$ cat src/rtl/axi4_lite_io_periph_pkg.sv
// -----------------------------------------------------------------------------
// axi4_lite_io_pkg
// Shared constants for the AXI4-Lite I/O peripheral:
//   - byte offsets of the register map
//   - read-only ID value
//   - AXI response codes
//   - active-low 7-segment patterns, bit order {g,f,e,d,c,b,a}
// -----------------------------------------------------------------------------
package axi4_lite_io_pkg;

    localparam logic [7:0] OFF_LED_CTRL   = 8'h00;
    localparam logic [7:0] OFF_SEG_DATA   = 8'h04;
    localparam logic [7:0] OFF_IRQ_STATUS = 8'h08;
    localparam logic [7:0] OFF_IRQ_ENABLE = 8'h0C;
    localparam logic [7:0] OFF_ID         = 8'h10;

    localparam logic [31:0] ID_VALUE = 32'hA411_0001;

    localparam logic [1:0] RESP_OKAY   = 2'b00;
    localparam logic [1:0] RESP_SLVERR = 2'b10;

    // Entry [n] is the pattern for hex digit n (a segment is lit when its bit is 0).
    localparam logic [15:0][6:0] SEG_LUT = {
        7'b0001110,  // F
        7'b0000110,  // E
        7'b0100001,  // d
        7'b1000110,  // C
        7'b0000011,  // b
        7'b0001000,  // A
        7'b0010000,  // 9
        7'b0000000,  // 8
        7'b1111000,  // 7
        7'b0000010,  // 6
        7'b0010010,  // 5
        7'b0011001,  // 4
        7'b0110000,  // 3
        7'b0100100,  // 2
        7'b1111001,  // 1
        7'b1000000   // 0
    };

endpackage

$ cat src/rtl/axi4_lite_io_periph_if.sv
// -----------------------------------------------------------------------------
// axi4_lite_io_periph_if
// AXI4-Lite bus bundle for the I/O peripheral.
//   slave  modport : used by axi4_lite_io_periph
//   master modport : used by whatever drives the bus (interconnect / bench)
// Parameters: ADDR_WIDTH (address bits), DATA_WIDTH (data bits, 32).
// -----------------------------------------------------------------------------
interface axi4_lite_io_periph_if #(
    parameter int ADDR_WIDTH = 5,
    parameter int DATA_WIDTH = 32
);
    logic [ADDR_WIDTH-1:0]   S_AXI_AWADDR;
    logic [2:0]              S_AXI_AWPROT;
    logic                    S_AXI_AWVALID;
    logic                    S_AXI_AWREADY;
    logic [DATA_WIDTH-1:0]   S_AXI_WDATA;
    logic [DATA_WIDTH/8-1:0] S_AXI_WSTRB;
    logic                    S_AXI_WVALID;
    logic                    S_AXI_WREADY;
    logic [1:0]              S_AXI_BRESP;
    logic                    S_AXI_BVALID;
    logic                    S_AXI_BREADY;
    logic [ADDR_WIDTH-1:0]   S_AXI_ARADDR;
    logic [2:0]              S_AXI_ARPROT;
    logic                    S_AXI_ARVALID;
    logic                    S_AXI_ARREADY;
    logic [DATA_WIDTH-1:0]   S_AXI_RDATA;
    logic [1:0]              S_AXI_RRESP;
    logic                    S_AXI_RVALID;
    logic                    S_AXI_RREADY;

    modport slave (
        input  S_AXI_AWADDR, S_AXI_AWPROT, S_AXI_AWVALID,
        output S_AXI_AWREADY,
        input  S_AXI_WDATA, S_AXI_WSTRB, S_AXI_WVALID,
        output S_AXI_WREADY,
        output S_AXI_BRESP, S_AXI_BVALID,
        input  S_AXI_BREADY,
        input  S_AXI_ARADDR, S_AXI_ARPROT, S_AXI_ARVALID,
        output S_AXI_ARREADY,
        output S_AXI_RDATA, S_AXI_RRESP, S_AXI_RVALID,
        input  S_AXI_RREADY
    );

    modport master (
        output S_AXI_AWADDR, S_AXI_AWPROT, S_AXI_AWVALID,
        input  S_AXI_AWREADY,
        output S_AXI_WDATA, S_AXI_WSTRB, S_AXI_WVALID,
        input  S_AXI_WREADY,
        input  S_AXI_BRESP, S_AXI_BVALID,
        output S_AXI_BREADY,
        output S_AXI_ARADDR, S_AXI_ARPROT, S_AXI_ARVALID,
        input  S_AXI_ARREADY,
        input  S_AXI_RDATA, S_AXI_RRESP, S_AXI_RVALID,
        output S_AXI_RREADY
    );
endinterface

$ cat src/rtl/axi4_lite_io_periph_hex_to_7seg.sv
// -----------------------------------------------------------------------------
// hex_to_7seg
// Combinational hex nibble to active-low 7-segment decoder.
//   i_nibble : 4-bit hex digit
//   o_seg    : segments {g,f,e,d,c,b,a}, 0 = lit
// -----------------------------------------------------------------------------
module hex_to_7seg
    import axi4_lite_io_pkg::*;
(
    input  logic [3:0] i_nibble,
    output logic [6:0] o_seg
);
    assign o_seg = SEG_LUT[i_nibble];
endmodule

$ cat src/rtl/axi4_lite_io_periph.sv
// -----------------------------------------------------------------------------
// axi4_lite_io_periph
// AXI4-Lite leaf slave with LED, 4-digit multiplexed 7-segment and IRQ logic.
// Ports:
//   ACLK, ARESET      : clock, synchronous active-high reset
//   s_axi (slave)     : AXI4-Lite bus bundle
//   EXT_IRQ_IN        : external interrupt source (rising edge latched)
//   LED[3:0]          : LED drive, active-high
//   SEG_CATHODE[6:0]  : segments {g,f,e,d,c,b,a}, active-low
//   SEG_ANODE[3:0]    : digit select, active-low one-hot
//   IRQ_OUT           : level interrupt = STATUS & ENABLE (registered)
// Build option: define IRQ_SYNC_EN to put a 2-flop synchronizer in front of
// the EXT_IRQ_IN edge detector.
// -----------------------------------------------------------------------------
module axi4_lite_io_periph
    import axi4_lite_io_pkg::*;
#(
    parameter int ADDR_WIDTH  = 5,
    parameter int DATA_WIDTH  = 32,
    parameter int REFRESH_DIV = 4
) (
    input  logic                        ACLK,
    input  logic                        ARESET,
    axi4_lite_io_periph_if.slave        s_axi,
    input  logic                        EXT_IRQ_IN,
    output logic [3:0]                  LED,
    output logic [6:0]                  SEG_CATHODE,
    output logic [3:0]                  SEG_ANODE,
    output logic                        IRQ_OUT
);
    localparam int DIV_W = $clog2(REFRESH_DIV);
    localparam int CNT_W = DIV_W + 2;

    logic [3:0]            r_led;
    logic [15:0]           r_seg;
    logic                  r_irq_status;
    logic                  r_irq_enable;
    logic                  r_irq_out;
    logic                  r_bvalid;
    logic [1:0]            r_bresp;
    logic                  r_rvalid;
    logic [1:0]            r_rresp;
    logic [DATA_WIDTH-1:0] r_rdata;
    logic                  r_irq_prev;
    logic [CNT_W-1:0]      r_refresh_cnt;

    logic [ADDR_WIDTH-1:0] w_aw_off;
    logic [ADDR_WIDTH-1:0] w_ar_off;
    logic                  w_wr_hs;
    logic                  w_rd_hs;
    logic                  w_wr_led;
    logic                  w_wr_seg;
    logic                  w_wr_stat;
    logic                  w_wr_en;
    logic                  w_irq_cur;
    logic                  w_irq_rise;
    logic [DATA_WIDTH-1:0] w_rd_data;
    logic [1:0]            w_rd_resp;
    logic [1:0]            w_idx;
    logic [3:0]            w_digit [4];
    logic [3:0]            w_anode;
    logic [6:0]            w_seg_pat;
    logic                  w_unused;

    // Word access only: low address bits are dropped before decode.
    assign w_aw_off = {s_axi.S_AXI_AWADDR[ADDR_WIDTH-1:2], 2'b00};
    assign w_ar_off = {s_axi.S_AXI_ARADDR[ADDR_WIDTH-1:2], 2'b00};

    // Ready is combinational so the register updates on the accepting edge.
    // Gated by ARESET so nothing is accepted (or shown as accepted) in reset.
    assign w_wr_hs = s_axi.S_AXI_AWVALID && s_axi.S_AXI_WVALID && !r_bvalid && !ARESET;
    assign w_rd_hs = s_axi.S_AXI_ARVALID && !r_rvalid && !ARESET;

    assign s_axi.S_AXI_AWREADY = w_wr_hs;
    assign s_axi.S_AXI_WREADY  = w_wr_hs;
    assign s_axi.S_AXI_ARREADY = w_rd_hs;
    assign s_axi.S_AXI_BVALID  = r_bvalid;
    assign s_axi.S_AXI_BRESP   = r_bresp;
    assign s_axi.S_AXI_RVALID  = r_rvalid;
    assign s_axi.S_AXI_RRESP   = r_rresp;
    assign s_axi.S_AXI_RDATA   = r_rdata;

    assign w_wr_led  = w_wr_hs && (w_aw_off == ADDR_WIDTH'(OFF_LED_CTRL));
    assign w_wr_seg  = w_wr_hs && (w_aw_off == ADDR_WIDTH'(OFF_SEG_DATA));
    assign w_wr_stat = w_wr_hs && (w_aw_off == ADDR_WIDTH'(OFF_IRQ_STATUS));
    assign w_wr_en   = w_wr_hs && (w_aw_off == ADDR_WIDTH'(OFF_IRQ_ENABLE));

    // ---------------- write channel + register file ----------------
    always_ff @(posedge ACLK) begin
        if (ARESET) begin
            r_bvalid     <= 1'b0;
            r_bresp      <= RESP_OKAY;
            r_led        <= '0;
            r_seg        <= '0;
            r_irq_enable <= 1'b0;
        end else begin
            if (w_wr_hs) begin
                r_bvalid <= 1'b1;
                // ID and the unmapped hole answer SLVERR; no register is touched.
                r_bresp  <= (w_wr_led || w_wr_seg || w_wr_stat || w_wr_en) ? RESP_OKAY : RESP_SLVERR;
            end else if (r_bvalid && s_axi.S_AXI_BREADY) begin
                r_bvalid <= 1'b0;
            end
            if (w_wr_led && s_axi.S_AXI_WSTRB[0]) r_led        <= s_axi.S_AXI_WDATA[3:0];
            if (w_wr_seg && s_axi.S_AXI_WSTRB[0]) r_seg[7:0]   <= s_axi.S_AXI_WDATA[7:0];
            if (w_wr_seg && s_axi.S_AXI_WSTRB[1]) r_seg[15:8]  <= s_axi.S_AXI_WDATA[15:8];
            if (w_wr_en  && s_axi.S_AXI_WSTRB[0]) r_irq_enable <= s_axi.S_AXI_WDATA[0];
        end
    end

    // ---------------- interrupt path ----------------
`ifdef IRQ_SYNC_EN
    logic [1:0] r_irq_sync;
    always_ff @(posedge ACLK) begin
        if (ARESET) r_irq_sync <= '0;
        else        r_irq_sync <= {r_irq_sync[0], EXT_IRQ_IN};
    end
    assign w_irq_cur = r_irq_sync[1];
`else
    assign w_irq_cur = EXT_IRQ_IN;
`endif

    assign w_irq_rise = w_irq_cur && !r_irq_prev;

    always_ff @(posedge ACLK) begin
        if (ARESET) begin
            r_irq_prev   <= 1'b0;
            r_irq_status <= 1'b0;
            r_irq_out    <= 1'b0;
        end else begin
            r_irq_prev <= w_irq_cur;
            // A new edge beats a simultaneous write-1-to-clear.
            if (w_irq_rise)                               r_irq_status <= 1'b1;
            else if (w_wr_stat && s_axi.S_AXI_WDATA[0])   r_irq_status <= 1'b0;
            r_irq_out <= r_irq_status && r_irq_enable;
        end
    end

    // ---------------- read channel ----------------
    always_comb begin
        w_rd_data = '0;
        w_rd_resp = RESP_OKAY;
        case (w_ar_off)
            ADDR_WIDTH'(OFF_LED_CTRL):   w_rd_data[3:0]  = r_led;
            ADDR_WIDTH'(OFF_SEG_DATA):   w_rd_data[15:0] = r_seg;
            ADDR_WIDTH'(OFF_IRQ_STATUS): w_rd_data[0]    = r_irq_status;
            ADDR_WIDTH'(OFF_IRQ_ENABLE): w_rd_data[0]    = r_irq_enable;
            ADDR_WIDTH'(OFF_ID):         w_rd_data       = DATA_WIDTH'(ID_VALUE);
            default:                     w_rd_resp       = RESP_SLVERR;
        endcase
    end

    always_ff @(posedge ACLK) begin
        if (ARESET) begin
            r_rvalid <= 1'b0;
            r_rresp  <= RESP_OKAY;
            r_rdata  <= '0;
        end else if (w_rd_hs) begin
            r_rvalid <= 1'b1;
            r_rresp  <= w_rd_resp;
            r_rdata  <= w_rd_data;
        end else if (r_rvalid && s_axi.S_AXI_RREADY) begin
            r_rvalid <= 1'b0;
        end
    end

    // ---------------- display multiplexing ----------------
    // Upper two counter bits are the digit index; the rest divide by REFRESH_DIV.
    always_ff @(posedge ACLK) begin
        if (ARESET) r_refresh_cnt <= '0;
        else        r_refresh_cnt <= r_refresh_cnt + 1'b1;
    end

    assign w_idx = r_refresh_cnt[CNT_W-1:DIV_W];

    for (genvar gi = 0; gi < 4; gi++) begin : g_digit
        assign w_digit[gi] = r_seg[4*gi +: 4];
        assign w_anode[gi] = (w_idx != 2'(gi));
    end

    hex_to_7seg u_hex_to_7seg (
        .i_nibble (w_digit[w_idx]),
        .o_seg    (w_seg_pat)
    );

    // Blank while reset is held; digit 0 is driven from the first cycle after.
    assign SEG_ANODE   = ARESET ? 4'hF    : w_anode;
    assign SEG_CATHODE = ARESET ? 7'h7F   : w_seg_pat;
    assign LED         = r_led;
    assign IRQ_OUT     = r_irq_out;

    assign w_unused = ^{s_axi.S_AXI_AWPROT, s_axi.S_AXI_ARPROT,
                        s_axi.S_AXI_AWADDR[1:0], s_axi.S_AXI_ARADDR[1:0],
                        s_axi.S_AXI_WDATA[DATA_WIDTH-1:16], s_axi.S_AXI_WSTRB[DATA_WIDTH/8-1:2]};

endmodule

$ cat src/flat_wrapper.sv
// flat-port wrapper written by rule: the top's interface ports become plain ports
module axi4_lite_io_periph_flat import axi4_lite_io_pkg::*;
#(
    parameter int ADDR_WIDTH  = 5,
    parameter int DATA_WIDTH  = 32,
    parameter int REFRESH_DIV = 4
)
  (ACLK, ARESET, EXT_IRQ_IN, LED, SEG_CATHODE, SEG_ANODE, IRQ_OUT, s_axi_S_AXI_AWADDR, s_axi_S_AXI_AWPROT, s_axi_S_AXI_AWVALID, s_axi_S_AXI_AWREADY, s_axi_S_AXI_WDATA, s_axi_S_AXI_WSTRB, s_axi_S_AXI_WVALID, s_axi_S_AXI_WREADY, s_axi_S_AXI_BRESP, s_axi_S_AXI_BVALID, s_axi_S_AXI_BREADY, s_axi_S_AXI_ARADDR, s_axi_S_AXI_ARPROT, s_axi_S_AXI_ARVALID, s_axi_S_AXI_ARREADY, s_axi_S_AXI_RDATA, s_axi_S_AXI_RRESP, s_axi_S_AXI_RVALID, s_axi_S_AXI_RREADY);
  axi4_lite_io_periph_if #(.ADDR_WIDTH(ADDR_WIDTH), .DATA_WIDTH(DATA_WIDTH)) s_axi_i ();
  input  logic ACLK;
  input  logic ARESET;
  input  logic EXT_IRQ_IN;
  output logic [3:0] LED;
  output logic [6:0] SEG_CATHODE;
  output logic [3:0] SEG_ANODE;
  output logic IRQ_OUT;
  input wire logic [$bits(s_axi_i.S_AXI_AWADDR)-1:0] s_axi_S_AXI_AWADDR;
  input wire logic [$bits(s_axi_i.S_AXI_AWPROT)-1:0] s_axi_S_AXI_AWPROT;
  input wire logic [$bits(s_axi_i.S_AXI_AWVALID)-1:0] s_axi_S_AXI_AWVALID;
  output wire logic [$bits(s_axi_i.S_AXI_AWREADY)-1:0] s_axi_S_AXI_AWREADY;
  input wire logic [$bits(s_axi_i.S_AXI_WDATA)-1:0] s_axi_S_AXI_WDATA;
  input wire logic [$bits(s_axi_i.S_AXI_WSTRB)-1:0] s_axi_S_AXI_WSTRB;
  input wire logic [$bits(s_axi_i.S_AXI_WVALID)-1:0] s_axi_S_AXI_WVALID;
  output wire logic [$bits(s_axi_i.S_AXI_WREADY)-1:0] s_axi_S_AXI_WREADY;
  output wire logic [$bits(s_axi_i.S_AXI_BRESP)-1:0] s_axi_S_AXI_BRESP;
  output wire logic [$bits(s_axi_i.S_AXI_BVALID)-1:0] s_axi_S_AXI_BVALID;
  input wire logic [$bits(s_axi_i.S_AXI_BREADY)-1:0] s_axi_S_AXI_BREADY;
  input wire logic [$bits(s_axi_i.S_AXI_ARADDR)-1:0] s_axi_S_AXI_ARADDR;
  input wire logic [$bits(s_axi_i.S_AXI_ARPROT)-1:0] s_axi_S_AXI_ARPROT;
  input wire logic [$bits(s_axi_i.S_AXI_ARVALID)-1:0] s_axi_S_AXI_ARVALID;
  output wire logic [$bits(s_axi_i.S_AXI_ARREADY)-1:0] s_axi_S_AXI_ARREADY;
  output wire logic [$bits(s_axi_i.S_AXI_RDATA)-1:0] s_axi_S_AXI_RDATA;
  output wire logic [$bits(s_axi_i.S_AXI_RRESP)-1:0] s_axi_S_AXI_RRESP;
  output wire logic [$bits(s_axi_i.S_AXI_RVALID)-1:0] s_axi_S_AXI_RVALID;
  input wire logic [$bits(s_axi_i.S_AXI_RREADY)-1:0] s_axi_S_AXI_RREADY;
  assign s_axi_i.S_AXI_AWADDR = s_axi_S_AXI_AWADDR;
  assign s_axi_i.S_AXI_AWPROT = s_axi_S_AXI_AWPROT;
  assign s_axi_i.S_AXI_AWVALID = s_axi_S_AXI_AWVALID;
  assign s_axi_S_AXI_AWREADY = s_axi_i.S_AXI_AWREADY;
  assign s_axi_i.S_AXI_WDATA = s_axi_S_AXI_WDATA;
  assign s_axi_i.S_AXI_WSTRB = s_axi_S_AXI_WSTRB;
  assign s_axi_i.S_AXI_WVALID = s_axi_S_AXI_WVALID;
  assign s_axi_S_AXI_WREADY = s_axi_i.S_AXI_WREADY;
  assign s_axi_S_AXI_BRESP = s_axi_i.S_AXI_BRESP;
  assign s_axi_S_AXI_BVALID = s_axi_i.S_AXI_BVALID;
  assign s_axi_i.S_AXI_BREADY = s_axi_S_AXI_BREADY;
  assign s_axi_i.S_AXI_ARADDR = s_axi_S_AXI_ARADDR;
  assign s_axi_i.S_AXI_ARPROT = s_axi_S_AXI_ARPROT;
  assign s_axi_i.S_AXI_ARVALID = s_axi_S_AXI_ARVALID;
  assign s_axi_S_AXI_ARREADY = s_axi_i.S_AXI_ARREADY;
  assign s_axi_S_AXI_RDATA = s_axi_i.S_AXI_RDATA;
  assign s_axi_S_AXI_RRESP = s_axi_i.S_AXI_RRESP;
  assign s_axi_S_AXI_RVALID = s_axi_i.S_AXI_RVALID;
  assign s_axi_i.S_AXI_RREADY = s_axi_S_AXI_RREADY;
  axi4_lite_io_periph #(.ADDR_WIDTH(ADDR_WIDTH), .DATA_WIDTH(DATA_WIDTH), .REFRESH_DIV(REFRESH_DIV)) u_core (.ACLK(ACLK), .ARESET(ARESET), .s_axi(s_axi_i), .EXT_IRQ_IN(EXT_IRQ_IN), .LED(LED), .SEG_CATHODE(SEG_CATHODE), .SEG_ANODE(SEG_ANODE), .IRQ_OUT(IRQ_OUT));
endmodule
$ cat config.mk
export PLATFORM = sky130hd
export DESIGN_NAME = axi4_lite_io_periph_flat
export DESIGN_NICKNAME = d
export VERILOG_FILES = /design/src/rtl/axi4_lite_io_periph_pkg.sv /design/src/rtl/axi4_lite_io_periph_if.sv /design/src/rtl/axi4_lite_io_periph_hex_to_7seg.sv /design/src/rtl/axi4_lite_io_periph.sv /design/src/flat_wrapper.sv
export SDC_FILE = /design/constraint.sdc
export NUM_CORES = 1
export LEC_CHECK = 0
export CAP_MARGIN = 30
export CORE_MARGIN = 2
export CORE_UTILIZATION = 45
export CTS_CLUSTER_DIAMETER = 200
export DETAILED_ROUTE_END_ITERATION = 8
export PLACE_DENSITY = 0.9
export RECOVER_POWER = 50
export SYNTH_ARGS = -nofsm -noshare
export SYNTH_HDL_FRONTEND = slang
export SYNTH_SLANG_ARGS = --single-unit
$ cat constraint.sdc
create_clock -name ACLK -period 6.5 [get_ports ACLK]
set_clock_uncertainty 0.2 [all_clocks]
set_input_delay 1.3 -clock ACLK [delete_from_list [all_inputs] [get_ports ACLK]]
set_output_delay 1.3 -clock ACLK [all_outputs]
set_load 0.005 [all_outputs]
After elaboration in Yosys (flattened, before gate mapping)
Memories as Yosys holds them, arrays and structs flattened.
Index checks and enable logic that the tools add are counted.
Cells by class
  reduce and logical (&&, ||, !) cells: 32
  magnitude comparators: 2
  bitwise logic cells: 1
  add/sub/neg operators: 1
  shift-type cells: 0
  div/mod/pow operators: 0
  eq/ne operators: 10
  muxes and demuxes: 18
  $mul: 0
Operators by type and width (number)
  $logic_and A1 B1 Y1: 18
  $mux W16: 1
  $mux W7: 2
  $eq A3 B2 Y1 const B: 4
  $mux W12: 1
  $mux W4: 3
  $logic_not A5 Y1: 2
  $bmux W4 S2: 1
  $reduce_bool A2 Y1: 4
  $eq A3 B1 Y1 const B: 2
  $mux W1: 6
  $pmux W3 S2: 1
  $lt A4 B5 Y1 const B: 1
  $pmux W1 S5: 1
  $reduce_or A5 Y1: 1
  $add A4 B1 Y4 const B: 1
  $logic_not A1 Y1: 4
  $mux W2: 2
  $ne A2 B2 Y1 const B: 2
  $eq A3 B3 Y1 const B: 1
  $ge A3 B3 Y1 const B: 1
  $logic_or A1 B1 Y1: 3
  $not A2 Y3: 1
  $ne A2 B1 Y1 const B: 1
Word-level totals
  register bits after elaboration: 66
  memory bits (writable): 0
  memories: 1
  output and inout port bits: 57
  latch bits: 0
  memory bits (read-only): 112
Memory list
  (name not given): words 16, bits a word 7, read ports 1, clocked after Yosys merged registers in 0, write ports 0, RTL line axi4_lite_io_periph_hex_to_7seg.sv:13  | assign o_seg = SEG_LUT[i_nibble];

Logic depth before layout (Yosys ltp)
Gate-level depths: netlist (run 1).
  depth after elaboration: 8
  depth in mapped cells: 7
  gate-level depth less buffers: 6

Cells and area by module
Synthesis (run 1) repeated with hierarchy kept, for this count alone.
Unflattened totals
  cells, all modules: 299
  area total of the unflattened synthesis: 2551.2 µm²
Modules (own cells, without submodules)
  axi4_lite_io_periph: instances 1, cells an instance 267, area an instance 2275.9 µm²
  hex_to_7seg: instances 1, cells an instance 32, area an instance 275.3 µm²

Least setup slack after synthesis (run 1)
OpenSTA, ideal clock, no wires.
  path kind: input-to-output
  start: in ARESET
  end: out s_axi_S_AXI_WREADY
  arrival time: 2206 ps
  slack: 2794 ps
  cell stages on the path: 6
  path buffers: 4
  path through: buf_2 -> nand4bb_1 -> clkbuf_1 -> inv_1 -> buf_2 -> buf_4
Between the ends
  longest elaborated chain between the ends: 2
Ends and longest elaborated chain
  from (decl): RTL line flat_wrapper.sv:11  | input logic ARESET;
  $logic_not A1 Y1: RTL line axi4_lite_io_periph.sv:71  | assign w_wr_hs = s_axi.S_AXI_AWVALID && s_axi.S_AXI_WVALID && !r_bvalid && !ARESET;
  $logic_and A1 B1 Y1: RTL line axi4_lite_io_periph.sv:71
  to (decl): RTL line flat_wrapper.sv:24  | output wire logic [$bits(s_axi_i.S_AXI_WREADY)-1:0] s_axi_S_AXI_WREADY;
Every way passes these cells.

Worst setup path after layout (run 1)
  start: in s_axi_S_AXI_AWVALID
  end: out s_axi_S_AXI_AWREADY
Between the ends
  longest elaborated chain between the ends: 3
Ends and longest elaborated chain
  from (decl): RTL line flat_wrapper.sv:19  | input wire logic [$bits(s_axi_i.S_AXI_AWVALID)-1:0] s_axi_S_AXI_AWVALID;
  $logic_and A1 B1 Y1 (3 in a row): RTL line axi4_lite_io_periph.sv:71
  to (decl): RTL line flat_wrapper.sv:20  | output wire logic [$bits(s_axi_i.S_AXI_AWREADY)-1:0] s_axi_S_AXI_AWREADY;
Every way passes these cells.

==> results.md, run 1 <==
* Clock Path Buffers at 2
* Number of buffers added on ports at 75
* Endpoints failing setup at 0
* RSZ-0062 raised after global routing: no
* Inserted Clock Buffers at 5
* Worst-Margin Slew at 1.03 ns
* Post-Syn Area at 2590 µm²
* Share of layout cells above drive strength 1 at 4.80%
* Hold/Removal Path Class: flop to flop
* Total clock sinks at 49
* GR Overflow Total at 0
* Clock latency on the worst-skew pair at 0.31 ns
* Fmax at 183 MHz
* RD Place Congestion at 0.836
* # diodes at 0
* Switching share of power at 23.3%
* Initial Utilization at 46.8%
* # nets final at 420
* I/O pins at 117
* Synth warnings at 0
* Pins Over Slew Limit at 0
* Core Footprint at 5540 µm²
* CP required at 5.00 ns
* Gr busiest metal: met2
* Status: finished, final reports clean
* CP Launch Type: primary input
* Chip Width at 79.9 µm
* Number of global-route vias before repair at 2129
* Final critical-path share of the clock period at 84.1%
* Max stage delay on crit path at 0.78 ns
* CP max FO at 25
* Top delay family on crit path: buffers and inverters
* DRT antenna net count at 0
* Initial antenna violation count at 0
* Reg power frac at 50.9%
* Type of the worst setup path: primary input to primary output
* Critical path, cell by cell: dlygate4sd3_1, nand4bb_1, clkbuf_1, inv_1, clkdlybuf4s50_1
* Starting DRT DRC Count at 121
* Vias at 2376
* Setup bufs post-CTS at 0
* Post-synth cell types at 47
* First-pass GRT wire length at 9980 µm
* Top FF cell, synth: dfxtp_1
* Met1 usage at 25.4%
* Largest net degree at the start of global routing at 51
* TritonCTS clock tree: yes
* CTS root buf: clkbuf_8
* GR Layer Usage met3 at 2.83%
* Clk pin slew, worst setup/hold paths at 0.09 ns
* Avg Cell Area, Syn at 8.56 µm²
* LEAKAGE at 1.20 nW
* Combinational share of power at 12.0%
* Arr. time, crit path at 3.96 ns
* Fin Setup TNS at 0 ns
* Die extent in y at 79.9 µm
* Routed WL at 6200 µm
* Syn Inst Count at 303
* Peak VDD IR at 119 µV
* Die ar. at 6390 µm²
* CTS Hold Buffers Added at 0
* Syn-to-layout area delta at 28.4%
* # resized after CTS at 0
* Slowest stage cell, crit path: clkbuf_1
* Int Power at 0.000466 W
* Fill cell count at 467
* DRC viols at 0
* Row count at 27
* Clock power share at 37.1%
* Placed wire-length estimate at 4590 µm
* Final hold slack at 0.242 ns
* Crit. End Element: primary output
* Synth async-reset ratio at 0%
* Final core utilization at 60.1%
* Routed WL per cell at 14.6 µm
* Grt met2 use at 33.5%
* Buf+Inv Stages, Crit Path at 4
* Pwr Density at 182 nW/µm²
* Drt pass-1 iters at 5
* Worst slew margin at 31.1%
* Number of max-cap violations at 0
* Post-synth EDFFs at 0
* DR vias/cell at 5.58
* Total track usage at 19.5%
* Final hold viol count at 0
* FF+latch count, synth at 49
* # H-tree levels at 2
* NetSw at 0.000142 W
* Seq/Total Area, Yosys at 37.8%
* Tmin final at 5.46 ns
==> cells in the final DEF, fill, tap and decap left out, types with 7 or more instances in the layout <==
master | netlist | final
conb_1 | 1 | 13
o31ai_1 | 17 | 17
nand3_1 | 21 | 21
ha_1 | 7 | 7
dfxtp_1 | 49 | 49
mux2i_1 | 7 | 7
dlygate4sd3_1 | 0 | 32
a21oi_1 | 36 | 36
clkdlybuf4s50_1 | 0 | 42
nor2_1 | 11 | 11
nand4_1 | 20 | 20
nand2_1 | 23 | 23
==> logic make-up (layout without fill, tap and decap cells) <==
group           after synthesis  count (layout)  synth area share (%)
xor+xnor                      2               2                 0.675
simple gates                 99              99                  20.3
compound gates               77              77                  18.7
other cells                   1              13                 0.145
fa+ha+maj                     7               7                  3.37
buf+inv                      55              94                  11.9
flops                        49              49                  37.8
mux                          13              13                  7.18
==> state kept, by name, indices dropped and copies added, names as in the netlist, 4 cells and up <==
register,count
u_core.LED,4
u_core.s_axi.S_AXI_RDATA,17
u_core.r_refresh_cnt,4
u_core.r_seg,16
==> path summary, 6_finish.rpt <==
check | from | endpoint | slack [ns] | cells after the start
worst max-delay path | s_axi_S_AXI_AWVALID | s_axi_S_AXI_AWREADY | 1.04 | 5
worst min-delay path | u_core.r_refresh_cnt[0] | u_core.r_refresh_cnt[0] | 0.24 | 1
worst max register to register | u_core.s_axi.S_AXI_BVALID | u_core.r_seg[6] | 3.87 | 5
worst min register to register | u_core.r_refresh_cnt[0] | u_core.r_refresh_cnt[0] | 0.24 | 1
==> synth_stat cells (2+ instances only) <==
cell	count	area, µm²
a21oi_1	36	180
a22oi_1	2	15.0
a31oi_1	4	25.0
buf_2	10	50.1
buf_4	20	150
buf_6	2	22.5
clkbuf_1	14	52.6
dfxtp_1	49	981
ha_1	7	87.6
inv_1	6	22.5
mux2_2	2	22.5
mux2i_1	7	70.1
mux4_2	3	67.6
nand2_1	23	86.3
nand2b_1	5	31.3
nand3_1	21	105
nand3b_1	4	30.0
nand4_1	20	125
nor2_1	11	41.3
nor2b_1	6	37.5
o21ai_0	4	20.0
o31a_1	2	17.5
o31ai_1	17	128
o41ai_1	5	43.8
==> final cells by class <==
class | instances | area, µm² | share of cell area (%)
clock inverters | 1 | 30.0 | 0.902
inverters | 8 | 30.0 | 0.902
multi-input cells | 211 | 1350 | 40.5
flip-flops and latches | 49 | 981 | 29.5
repair buffers | 78 | 763 | 22.9
well taps | 72 | 90.1 | 2.70
clock buffers | 7 | 86.3 | 2.59
==> routing by layer <==
metal / vias up / share of wire, %
li1: 1169 / -
met1: 1091 / 42
met2: 110 / 48
met3: 6 / 8.6
met4: 0 / 1.1
met5: - / 0
==> stage by stage <==
stage	cells	power (W)	instance area, µm²	setup WS (ns)
6_report	426	0.000607	3330	1.04
5_1_grt	426	0.000628	3330	0.842
4_1_cts	426	0.000610	3340	1.63
3_5_place_dp	418	0.000390	3220	1.61
3_3_place_gp	418	0.000388	3220	1.62
2_1_floorplan	315	0.000360	2640	2.79
==> power groups by stage <==
stage               Clock (W)  Combinational [W]  Sequential [W]
global placement            0          0.0000723        0.000316
floorplan                   0          0.0000454        0.000314
global route         0.000238          0.0000803        0.000310
finish               0.000225          0.0000728        0.000309
CTS                  0.000227          0.0000739        0.000309
detailed placement          0          0.0000735        0.000316
Note: power is estimated with default switching activity, not from simulation.
==> inputs of run 2 (changes only) <==
--- a/config.mk
+++ b/config.mk
@@ -7,10 +7,10 @@
 export LEC_CHECK = 0
 export CAP_MARGIN = 30
 export CORE_MARGIN = 2
-export CORE_UTILIZATION = 45
+export CORE_UTILIZATION = 38
 export CTS_CLUSTER_DIAMETER = 200
 export DETAILED_ROUTE_END_ITERATION = 8
-export PLACE_DENSITY = 0.9
+export PLACE_DENSITY = 0.81
 export RECOVER_POWER = 50
 export SYNTH_ARGS = -nofsm -noshare
 export SYNTH_HDL_FRONTEND = slang
==> constraint.sdc (replaced) <==
create_clock -name ACLK -period 4.7 [get_ports ACLK]
set_clock_uncertainty 0.2 [all_clocks]
set_input_delay 0.94 -clock ACLK [delete_from_list [all_inputs] [get_ports ACLK]]
set_output_delay 0.94 -clock ACLK [all_outputs]
set_load 0.005 [all_outputs]
==> results.md, run 2 (synthesis results as in run 1) <==
* Hold/Removal Path Class: flop to flop
* Crit. End Element: primary output
* Starting DRT DRC Count at 121
* CP required at 3.56 ns
* Metal2 WL at 3030 µm
* GR Overflow Total at 0
* Arr. time, crit path at 3.17 ns
* Fill cell count at 622
* Reg2Reg Depth at 5
* Origin of the worst min-delay path: u_core.r_refresh_cnt[0]
* Row count at 30
* Share of layout cells above drive strength 1 at 5.34%
* Max stage delay on crit path at 0.62 ns
* Routed WL at 6330 µm
* CP max FO at 23
* CP Launch Type: primary input
* Most frequent cells in the layout: dfxtp_1, clkdlybuf4s50_1, a21oi_1
* CTS root buf: clkbuf_8
* Core Footprint at 6680 µm²
* Vias at 2350
* Endpoints failing setup at 0
* Metal3 WL at 370 µm
* Clk pin slew, worst setup/hold paths at 0.09 ns
* Die extent in y at 86.6 µm
* Clock Path Buffers at 2
* DRT antenna net count at 0
* Initial Utilization at 38.8%
* Number of max-cap violations at 0
* Most common cell after layout, fill and taps aside: dfxtp_1
* Clock latency on the worst-skew pair at 0.31 ns
* Top delay family on crit path: buffers and inverters
* TritonCTS clock tree: yes
* Die ar. at 7510 µm²
* Type of the worst setup path: primary input to primary output
* I/O pins at 117
* DR vias/cell at 5.39
* Worst-Margin Slew at 0.978 ns
* Tmin final at 4.31 ns
* Status: finished, final reports clean
* Number of buffers added on ports at 75
* DRC viols at 0
* Met1 wire length at 2840 µm
* Pwr Density at 262 nW/µm²
* Slowest stage cell, crit path: clkdlybuf4s50_1
* Initial antenna violation count at 0
* Peak VDD IR at 145 µV
* Syn-to-layout area delta at 30.0%
* Routed WL per cell at 14.5 µm
* Reg2reg end: u_core.s_axi.S_AXI_RDATA[0]
* RD Place Congestion at 0.789
* Drt pass-1 iters at 4
* Top Layer Used: met4
* Max FFs per register at 17
* # resized after CTS at 0
* Largest net degree at the start of global routing at 48
* Hold depth at 1
* CTS Hold Buffers Added at 0
* Final hold slack at 0.243 ns
* Reg2reg setup slack at 2.63 ns
* Total clock sinks at 49
* # diodes at 0
* Total track usage at 16.9%
* Critical path, cell by cell: dlygate4sd3_1, or3b_1, buf_4, inv_1, clkdlybuf4s50_1
* Final critical-path share of the clock period at 91.6%
* First-pass GRT wire length at 10100 µm
* Number of global-route vias before repair at 2078
* Setup bufs post-CTS at 0
* Worst slew margin at 34.8%
* Final hold viol count at 0
* Fmax at 232 MHz
* WHS Endpoint: u_core.r_refresh_cnt[0]
* LEAKAGE at 1.22 nW
* # nets final at 422
* Fin Setup TNS at 0 ns
* RSZ-0062 raised after global routing: no
* Worst r2r src: u_core.s_axi.S_AXI_RVALID
* Placed wire-length estimate at 4750 µm
* Inserted Clock Buffers at 5
* # H-tree levels at 2
* Chip Width at 86.6 µm
* Pins Over Slew Limit at 0
* Buf+Inv Stages, Crit Path at 4
==> run 2: cell types whose count changed in the layout (fill, tap and decap cells not counted) <==
cell / change
buf_4: +2
bufinv_16: +1
clkbuf_1: -1
clkbuf_8: -1
clkinv_2: +1
inv_1: +1
inv_2: -1
==> run 2: metrics by stage <==
step	instance area [µm²]	worst slack (ns)	std cells	util [%]	total power, W
2_1_floorplan	2640	1.71	315	-	0.000498
3_3_place_gp	3240	0.714	428	48.6	0.000539
3_5_place_dp	3240	0.713	428	48.6	0.000541
4_1_cts	3380	0.521	436	50.6	0.000885
5_1_grt	3370	0.282	436	50.5	0.000912
6_report	3370	0.395	436	50.5	0.000883
==> run 2: final cells by class <==
| type | count | area (µm²) | area share [%] |
|---|---|---|---|
| timing repair buffer | 80 | 778 | 23.1 |
| sequential | 49 | 981 | 29.1 |
| multi-input combinational | 211 | 1350 | 40.0 |
| tap | 80 | 100 | 2.97 |
| clock buffer | 5 | 68.8 | 2.04 |
| inverter | 8 | 30.0 | 0.890 |
| clock inverter | 3 | 65.1 | 1.93 |
==> run 2: worst max path at each step <==
stage,from,endpoint,depth (start not counted)
after floorplan,ARESET,s_axi_S_AXI_WREADY,6
after global placement,s_axi_S_AXI_ARVALID,s_axi_S_AXI_ARREADY,5
after detailed placement,s_axi_S_AXI_ARVALID,s_axi_S_AXI_ARREADY,5
after CTS,u_core.r_refresh_cnt[2],SEG_CATHODE[4],6
after global routing,s_axi_S_AXI_ARVALID,s_axi_S_AXI_ARREADY,5
final,s_axi_S_AXI_ARVALID,s_axi_S_AXI_ARREADY,5
==> run 2: worst register-to-register path: stages, from the launching register on <==
cell	delay [ns]
dfxtp_1	0.34
or3b_1	0.39
buf_4	0.21
inv_1	0.48
nor2_1	0.09
a311oi_1	0.27
==> run 2: power by group <==
group	total, W	switching [W]	internal (W)
clock network	0.000354	0.000143	0.000211
registers	0.000428	0.00000623	0.000421
logic	0.000102	0.0000518	0.0000499
==> run 2: per-layer routing <==
layer	GRT usage (%)	up-vias
met2	27.8	84
met1	22.3	1082
li1	-	1176
met3	3.81	8
met4	5.11	0
met5	0	-
==> inputs of run 3 (changes only) <==
--- a/config.mk
+++ b/config.mk
@@ -7,10 +7,11 @@
 export LEC_CHECK = 0
 export CAP_MARGIN = 30
 export CORE_MARGIN = 2
-export CORE_UTILIZATION = 38
+export CORE_UTILIZATION = 39
+export CTS_BUF_LIST = sky130_fd_sc_hd__clkbuf_8
 export CTS_CLUSTER_DIAMETER = 200
 export DETAILED_ROUTE_END_ITERATION = 8
-export PLACE_DENSITY = 0.81
+export PLACE_DENSITY = 0.83
 export RECOVER_POWER = 50
 export SYNTH_ARGS = -nofsm -noshare
 export SYNTH_HDL_FRONTEND = slang
==> results.md, run 3 (synthesis results as in run 1) <==
* Vias at 2421
* Row count at 29
* Final critical-path share of the clock period at 87.5%
* Most common cell after layout, fill and taps aside: dfxtp_1
* Starting DRT DRC Count at 114
* Share of layout cells above drive strength 1 at 5.34%
* Initial Utilization at 40.6%
* # H-tree levels at 2
* Slowest stage cell, crit path: mux4_1
* Max FFs per register at 17
* RSZ-0062 raised after global routing: no
* Metal3 WL at 397 µm
* Number of global-route vias before repair at 2107
* Initial antenna violation count at 0
* Die ar. at 7320 µm²
* Endpoints failing setup at 0
* Arr. time, crit path at 2.97 ns
* Routed WL at 6420 µm
* Fin Setup TNS at 0 ns
* Hold/Removal Path Class: flop to flop
* Tmin final at 4.11 ns
* Critical path, cell by cell: mux4_1, inv_1, ha_1, mux2i_1, o221ai_1, clkdlybuf4s50_1
* CP required at 3.56 ns
* Worst slew margin at -26.8%
* Clk pin slew, worst setup/hold paths at 0.09 ns
* Routed WL per cell at 14.8 µm
* Clock latency on the worst-skew pair at 0.30 ns
* DRC viols at 0
* Number of max-cap violations at 1
* CP Launch Type: flop
* TritonCTS clock tree: yes
* Failing checks: capacitance limit, slew limit
* DRT antenna net count at 0
* Met1 wire length at 2850 µm
* # resized after CTS at 0
* RD Place Congestion at 0.801
* Number of buffers added on ports at 75
* Total track usage at 17.2%
* Placed wire-length estimate at 4760 µm
* CTS root buf: clkbuf_8
* Metal2 WL at 3140 µm
* Die extent in y at 85.6 µm
* Worst-Margin Slew at 1.90 ns
* Reg2reg setup slack at 2.84 ns
* Chip Width at 85.6 µm
* LEAKAGE at 1.20 nW
* Clock Path Buffers at 2
* Final hold viol count at 0
* Inserted Clock Buffers at 5
* Top Layer Used: met4
* Post-route cell area at 3320 µm²
* CTS Hold Buffers Added at 0
* Status: complete, but fails checks
* Overall Power at 0.000774 W
* Total clock sinks at 49
* Crit. End Element: primary output
* Type of the worst setup path: flop to primary output
* CP max FO at 10
* DR vias/cell at 5.59
* I/O pins at 117
* Peak VDD IR at 146 µV
* First-pass GRT wire length at 10100 µm
* Fmax at 243 MHz
* Pwr Density at 233 nW/µm²
* Drt pass-1 iters at 5
* Most frequent cells in the layout: dfxtp_1, clkdlybuf4s50_1, a21oi_1
* Pins Over Slew Limit at 46
* Dpl cell area at 3240 µm²
* Fill cell count at 596
* Syn-to-layout area delta at 28.0%
* Max stage delay on crit path at 0.74 ns
* Largest net degree at the start of global routing at 46
* GR Overflow Total at 0
* Core Footprint at 6390 µm²
* Setup bufs post-CTS at 0
* # diodes at 0
* # nets final at 422
-- run 3: changes by cell type in the layout (fill, tap and decap cells not counted) --
cell / previous run / this run
bufinv_16: 2 / 0
inv_2: 0 / 1
inv_6: 0 / 1
-- run 3: cell type report --
type	count	area (µm²)	area share (%)
Tap cell	77	96.3	2.90
Clock inverter	3	17.5	0.527
Inverter	8	30.0	0.904
Sequential cell	49	981	29.5
Timing Repair Buffer	80	778	23.4
Clock buffer	5	68.8	2.07
Multi-Input combinational cell	211	1350	40.6
-- run 3: metal layers --
| layer | up-vias | GRT usage [%] |
|---|---|---|
| met5 | - | 0 |
| met4 | 0 | 3.90 |
| met3 | 2 | 3.75 |
| met2 | 86 | 28.5 |
| met1 | 1157 | 23.0 |
| li1 | 1176 | - |
-- run 3: critical path, delay by kind of cell (launching register included) --
kind | cells | cell delay, ns
mux | 2 | 0.85
buf+inv | 2 | 0.70
flops | 1 | 0.61
fa+ha+maj | 1 | 0.28
compound gates | 1 | 0.23
-- run 3: final timing paths --
kind                                 end  cells after the start                       from
min              u_core.r_refresh_cnt[0]                      1    u_core.r_refresh_cnt[0]
max reg2reg  u_core.s_axi.S_AXI_RDATA[0]                      5  u_core.s_axi.S_AXI_RVALID
max                       SEG_CATHODE[4]                      6    u_core.r_refresh_cnt[2]
min reg2reg      u_core.r_refresh_cnt[0]                      1    u_core.r_refresh_cnt[0]
-- run 3: metrics by stage --
stage | std cells | hold slack, ns | utilization (%) | setup WS (ns)
6_report | 433 | 0.251 | 52.0 | 0.589
5_1_grt | 433 | 0.279 | 52.0 | 0.431
4_1_cts | 433 | 0.248 | 52.1 | 0.595
3_5_place_dp | 425 | 0.233 | 50.7 | 0.715
3_3_place_gp | 425 | 0.212 | 50.7 | 0.716
2_1_floorplan | 315 | 0.202 | - | 1.71
-- run 3: power breakdown --
part	internal, W	leakage [nW]	switching [W]	total [W]
combinational	0.0000500	0.753	0.0000526	0.000103
clock	0.000104	0.0497	0.000140	0.000244
sequential	0.000422	0.397	0.00000611	0.000428
total	0.000576	1.20	0.000198	0.000774
